<file path="src/rtl/lbdr_pkg.sv">
// lbdr_pkg: shared constants and types for the LBDR routing block.
//   Flit type codes, port index constants (N/E/W/S), bit positions of the
//   one-hot port_req vector {L,S,W,E,N} and the router FSM state enum.
package lbdr_pkg;

  localparam logic [2:0] FLIT_HEADER  = 3'd1;
  localparam logic [2:0] FLIT_PAYLOAD = 3'd2;
  localparam logic [2:0] FLIT_TAIL    = 3'd4;

  localparam logic [1:0] PORT_N = 2'd0;
  localparam logic [1:0] PORT_E = 2'd1;
  localparam logic [1:0] PORT_W = 2'd2;
  localparam logic [1:0] PORT_S = 2'd3;

  localparam int unsigned BIT_N = 0;
  localparam int unsigned BIT_E = 1;
  localparam int unsigned BIT_W = 2;
  localparam int unsigned BIT_S = 3;
  localparam int unsigned BIT_L = 4;

  typedef enum logic {
    IDLE   = 1'b0,
    ACTIVE = 1'b1
  } state_t;

endpackage

</file>
<file path="src/rtl/lbdr_route_comb.sv">
// lbdr_route_comb: purely combinational LBDR route computation.
//   Compares current and destination coordinates, applies the minimal
//   routing equations with routing (rxy) and connectivity (cx) bits, and
//   reduces the result to a single one-hot request (lowest index wins).
//   Optional macro LBDR_DEROUTE_EN adds a deroute port taken from dr when
//   no minimal output is usable.
// Ports:
//   cur_addr  in  A_W  router address {y,x}
//   dst_addr  in  A_W  destination address {y,x}
//   rxy       in  8    routing bits, bit 0 = Rne
//   cx        in  4    connectivity bits, bit 0 = Cn
//   dr        in  8    deroute table (only with LBDR_DEROUTE_EN)
//   port_req  out 5    one-hot {L,S,W,E,N}, zero if no route exists
module lbdr_route_comb
  import lbdr_pkg::*;
#(
  parameter int unsigned X_W = 2,
  parameter int unsigned Y_W = 2,
  localparam int unsigned A_W = Y_W + X_W
) (
  input  logic [A_W-1:0] cur_addr,
  input  logic [A_W-1:0] dst_addr,
  input  logic [7:0]     rxy,
  input  logic [3:0]     cx,
`ifdef LBDR_DEROUTE_EN
  input  logic [7:0]     dr,
`endif
  output logic [4:0]     port_req
);

  logic [X_W-1:0] x_cur, x_dst;
  logic [Y_W-1:0] y_cur, y_dst;
  logic           n1, s1, e1, w1;
  logic [4:0]     min_req;
  logic [4:0]     cand;

  assign x_cur = cur_addr[X_W-1:0];
  assign y_cur = cur_addr[A_W-1:X_W];
  assign x_dst = dst_addr[X_W-1:0];
  assign y_dst = dst_addr[A_W-1:X_W];

  assign n1 = y_dst < y_cur;
  assign s1 = y_cur < y_dst;
  assign e1 = x_cur < x_dst;
  assign w1 = x_dst < x_cur;

  always_comb begin
    min_req        = '0;
    min_req[BIT_N] = ((n1 & ~e1 & ~w1) | (n1 & e1 & rxy[0]) | (n1 & w1 & rxy[1])) & cx[0];
    min_req[BIT_E] = ((e1 & ~n1 & ~s1) | (e1 & n1 & rxy[2]) | (e1 & s1 & rxy[3])) & cx[1];
    min_req[BIT_W] = ((w1 & ~n1 & ~s1) | (w1 & n1 & rxy[4]) | (w1 & s1 & rxy[5])) & cx[2];
    min_req[BIT_S] = ((s1 & ~e1 & ~w1) | (s1 & e1 & rxy[6]) | (s1 & w1 & rxy[7])) & cx[3];
    min_req[BIT_L] = ~n1 & ~e1 & ~w1 & ~s1;
  end

`ifdef LBDR_DEROUTE_EN
  logic [1:0] k;
  logic [1:0] p;

  always_comb begin
    if (n1)      k = PORT_N;
    else if (s1) k = PORT_S;
    else if (e1) k = PORT_E;
    else         k = PORT_W;
    p    = dr[2*k +: 2];
    cand = min_req;
    // Port index equals its port_req bit position for N/E/W/S.
    if (min_req == '0 && cx[p]) begin
      cand    = '0;
      cand[p] = 1'b1;
    end
  end
`else
  assign cand = min_req;
`endif

  // Isolate lowest set bit so the request stays one-hot.
  assign port_req = cand & (~cand + 5'd1);

endmodule

</file>
<file path="src/rtl/lbdr_dr.sv">
// lbdr_dr: LBDR router output-port selection with packet-level route hold.
//   Holds the configuration registers and the IDLE/ACTIVE FSM; a header in
//   IDLE latches a one-hot route that is held until an accepted tail.
//   Optional macro LBDR_DEROUTE_EN enables the deroute table register.
// Ports:
//   clk, rst        clock, synchronous active-high reset
//   cfg_we          configuration load strobe (honoured only in IDLE)
//   rxy_in, cx_in, dr_in, cur_addr_in   configuration values
//   flit_valid, flit_id, dst_addr, out_ready   flit interface
//   port_req        one-hot {L,S,W,E,N} route
//   route_valid     port_req holds an active route
//   err             one-cycle protocol/routing error pulse
module lbdr_dr
  import lbdr_pkg::*;
#(
  parameter int unsigned X_W = 2,
  parameter int unsigned Y_W = 2,
  localparam int unsigned A_W = Y_W + X_W
) (
  input  logic           clk,
  input  logic           rst,
  input  logic           cfg_we,
  input  logic [7:0]     rxy_in,
  input  logic [3:0]     cx_in,
  input  logic [7:0]     dr_in,
  input  logic [A_W-1:0] cur_addr_in,
  input  logic           flit_valid,
  input  logic [2:0]     flit_id,
  input  logic [A_W-1:0] dst_addr,
  input  logic           out_ready,
  output logic [4:0]     port_req,
  output logic           route_valid,
  output logic           err
);

  state_t         state, state_n;
  logic [4:0]     port_req_n;
  logic           route_valid_n;
  logic           err_n;
  logic           cfg_load;
  logic [7:0]     rxy_q;
  logic [3:0]     cx_q;
  logic [A_W-1:0] cur_q;
  logic [4:0]     route;

`ifdef LBDR_DEROUTE_EN
  logic [7:0] dr_q;

  always_ff @(posedge clk) begin
    if (rst || cfg_load) dr_q <= dr_in;
  end
`else
  logic unused_dr;
  assign unused_dr = ^dr_in;
`endif

  lbdr_route_comb #(
    .X_W(X_W),
    .Y_W(Y_W)
  ) u_route (
    .cur_addr(cur_q),
    .dst_addr(dst_addr),
    .rxy     (rxy_q),
    .cx      (cx_q),
`ifdef LBDR_DEROUTE_EN
    .dr      (dr_q),
`endif
    .port_req(route)
  );

  // Routing uses the registered configuration, so a header coinciding with
  // cfg_we sees the old values.
  always_ff @(posedge clk) begin
    if (rst) begin
      state       <= IDLE;
      port_req    <= '0;
      route_valid <= 1'b0;
      err         <= 1'b0;
      rxy_q       <= rxy_in;
      cx_q        <= cx_in;
      cur_q       <= cur_addr_in;
    end else begin
      state       <= state_n;
      port_req    <= port_req_n;
      route_valid <= route_valid_n;
      err         <= err_n;
      if (cfg_load) begin
        rxy_q <= rxy_in;
        cx_q  <= cx_in;
        cur_q <= cur_addr_in;
      end
    end
  end

  always_comb begin
    state_n       = state;
    port_req_n    = port_req;
    route_valid_n = route_valid;
    err_n         = 1'b0;
    cfg_load      = 1'b0;
    unique case (state)
      IDLE: begin
        cfg_load = cfg_we;
        if (flit_valid) begin
          if (flit_id == FLIT_HEADER) begin
            if (route != '0) begin
              port_req_n    = route;
              route_valid_n = 1'b1;
              state_n       = ACTIVE;
            end else begin
              err_n = 1'b1;
            end
          end else begin
            err_n = 1'b1;
          end
        end
      end
      ACTIVE: begin
        if (cfg_we) err_n = 1'b1;
        if (flit_valid) begin
          if (flit_id == FLIT_HEADER) begin
            err_n = 1'b1;
          end else if (flit_id == FLIT_TAIL && out_ready) begin
            port_req_n    = '0;
            route_valid_n = 1'b0;
            state_n       = IDLE;
          end
        end
      end
      default: state_n = IDLE;
    endcase
  end

endmodule

</file>
<file path="config.mk">
export PLATFORM = sky130hd
export DESIGN_NAME = lbdr_dr
export DESIGN_NICKNAME = d
export VERILOG_FILES = /design/src/rtl/lbdr_pkg.sv /design/src/rtl/lbdr_route_comb.sv /design/src/rtl/lbdr_dr.sv
export SDC_FILE = /design/constraint.sdc
export NUM_CORES = 1
export LEC_CHECK = 0
export ABC_AREA = 1
export ABC_CLOCK_PERIOD_IN_PS = 2900
export CORE_UTILIZATION = 44
export DETAILED_ROUTE_END_ITERATION = 10
export PLACE_DENSITY = 0.79
export RECOVER_POWER = 50
export REMOVE_ABC_BUFFERS = 1
export SLEW_MARGIN = 20
export SYNTH_ARGS = -nofsm -noshare
export SYNTH_HDL_FRONTEND = slang
export SYNTH_SLANG_ARGS = --single-unit
</file>
<file path="constraint.sdc">
create_clock -name clk -period 2.9 [get_ports clk]
set_input_delay 0.725 -clock clk [delete_from_list [all_inputs] [get_ports clk]]
set_output_delay 0.725 -clock clk [all_outputs]
set_load 0.01 [all_outputs]
</file>
==> results.txt <==
initial antenna violation count - 0
unrepaired setup endpoints after global routing - no
Initial Utilization - 47.32%
CTS Hold Bufs - 0
1st-pass router iterations - 4
reg2reg end - port_req[0]
Max Cap Viol - 0
CTS buffer count - 3
Final WS setup - 585.2 ps
CTS Sinks - 24
CTS tree - done
post-placement setup slack - 252.4 ps
CP Data Arrival Time - 2530 ps
Final setup viols - 0
Top cell by count, worst path - nand2_1
family with the most delay on the worst path - simple AND/OR/NAND/NOR gates
worst skew pair latency - 310 ps
Synth cell types - 20
Post-DP Area - 0.001575 sq mm
max frequency - 432.0 MHz
RR Startpoint - cur_q[1]
Area growth, synth to finish - 33.86%
final instance area - 0.001598 sq mm
flop-to-flop setup slack - 1090 ps
first-pass GRT wire length - 3608 um
Crit Path Class - in -> reg
Port Buf Inserts - 34
DR vias/cell - 4.887
Ys Warns - 0
n_diodes - 0
mapped cell area - 0.001194 sq mm
share of cells above drive strength 1 - 11.59%
overall global routing resource usage - 17.56%
most frequent cells in the layout - 24 x nand2_1, 23 x inv_1, 17 x clkdlybuf4s50_1, 17 x dlygate4sd3_1, 16 x edfxtp_1
WL final - 2020 um
R2R depth - 12
crit path capture type - flop
critical path's slowest cell - clkdlybuf4s50_1
WL per Instance - 10.41 um
H-tree levels - 1
CP Cell Sequence - clkdlybuf4s50_1, inv_1, ha_1, nand2_1, nand2_2, inv_1, nand2_1, nand3_2, nand2_2, nor2_4, nand3_4, nand3_4, nand2_1, nand2_1, nor2_2
grt ovf - 0
Synth area leader - edfxtp_1
Remaining DRCs - 0
peak supply drop - 289.9 uV
outcome - finished clean
post-synthesis sequential area ratio - 53.67%
Slew Limit Headroom - 44.42%
clk_skew - 3.403 ps
dpl hpwl - 1650 um
Crit Path Max Fanout - 8
Vias - 948
Row Count - 18
WP buf/inv - 3
endpoints failing hold - 0
number of global-route vias before repair - 903
Avg Cell Area, Syn - 9.473 sq um
max-slew violations - 0
Setup Buffers After CTS - 0
die extent in y - 54.09 um
cell count after synthesis - 126
Setup crit start - dst_addr[1]
NumNets Final - 205
Setup TNS - 0 ps
CP max stage delay - 460 ps
share of the synthesized area in the top cell type - 40.25%
Critical Path RT - 3120 ps
critical path depth in cells - 15
Worst Setup EP - port_req[0]
# IOs - 43
fin util - 63.34%
Hold WS - 478.2 ps
P_leak - 0.6938 nW
Die Wd - 54.09 um
Clock Path Buffers - 2
clk slew on worst S/H paths - 120 ps
GPL Wtd Cong - 0.8679
Slew @ Worst Pin - 833.7 ps
largest net degree at the start of global routing - 17
Final period util - 79.82%
root buffer cell - clkbuf_4
Synth Register Bits - 24
core area - 0.002522 sq mm
Synth area leaders - edfxtp_1 40%, dfxtp_1 13%, nand2_1 7.5%
Starting DRT DRC Count - 19
final worst path period need - 2315 ps
P per Cell Area - 430.3 mW/mm^2
most common library cell in the layout ignoring fill and taps - nand2_1
Worst Hold Class - reg -> reg
Post-DRT Antenna Nets - 0
Startpoint Class - input pin
Fillers - 221
full die area - 0.002925 sq mm
Resized cells post-CTS - 0
-- through the flow --
| stage | power (mW) | std cells |
|---|---|---|
| 2_1_floorplan | 0.4963 | 125 |
| 3_3_place_gp | 0.5528 | 190 |
| 3_5_place_dp | 0.5587 | 190 |
| 4_1_cts | 0.7026 | 194 |
| 5_1_grt | 0.7295 | 194 |
| 6_report | 0.6875 | 194 |
-- sequential cells by signal (all words and copies together), names as in the netlist --
| name | flops |
|---|---|
| port_req | 5 |
| cx_q | 4 |
| err | 1 |
| rxy_q | 8 |
| state | 1 |
| cur_q | 4 |
| route_valid | 1 |
-- routing by layer --
| layer | global-route usage, % | up-vias | routed length, um |
|---|---|---|---|
| met2 | 31.28 | 26 | 1027 |
| met1 | 20.74 | 435 | 847 |
| met3 | 3.390 | 3 | 123 |
| li1 | - | 484 | - |
| met5 | 0 | - | 0 |
| met4 | 6.410 | 0 | 22 |
-- worst register-to-register path: cells and delay by family (launching register included) --
kind | cells | cell delay [ps]
adders and majority gates | 1 | 310
DFF | 1 | 390
and+or+nand+nor | 11 | 1000
-- how the worst min path moves through the flow --
stage | to | slack, ps | depth (start not counted) | start
floorplan | port_req[1] | 480 | 2 | port_req[1]
global placement | route_valid | 450 | 2 | route_valid
detailed placement | port_req[1] | 460 | 2 | port_req[1]
CTS | port_req[1] | 480 | 2 | port_req[1]
global route | port_req[3] | 500 | 2 | port_req[3]
finish | route_valid | 480 | 2 | route_valid
-- synth_stat cells, drive strengths merged --
| cell type | n |
|---|---|
| ha | 4 |
| o21ai | 3 |
| nand4 | 5 |
| nand3 | 8 |
| nor2 | 16 |
| nand2 | 31 |
| a21oi | 6 |
| dfxtp | 8 |
| edfxtp | 16 |
| nand3b | 4 |
| clkbuf | 1 |
| inv | 23 |
| a31oi | 1 |
-- final cells by class --
class	instances	area, sq um	area share, %
Sequential cell	24	640.6	40.09
Timing Repair Buffer	35	344.1	21.53
Inverter	23	86.33	5.403
Clock buffer	3	22.52	1.410
Multi-Input combinational cell	78	462.9	28.97
Tap cell	30	37.54	2.349
Clock inverter	1	3.754	0.2349
-- kinds of logic after synthesis --
logic type                 synth area share (%)
and+or+nand+nor                           29.98
buffers and inverters                     7.547
DFF                                       53.67
AOI/OAI and AO/OA                         4.613
adders and majority gates                 4.193
-- power breakdown --
| part | leakage [nW] | internal, mW | total (mW) | switching (mW) |
|---|---|---|---|---|
| clock network | 0.0154 | 0.0503 | 0.143 | 0.0922 |
| logic | 0.451 | 0.0697 | 0.153 | 0.0831 |
| registers | 0.228 | 0.386 | 0.392 | 0.00603 |
| total | 0.694 | 0.506 | 0.688 | 0.181 |
(Power assumes the default switching activity.)
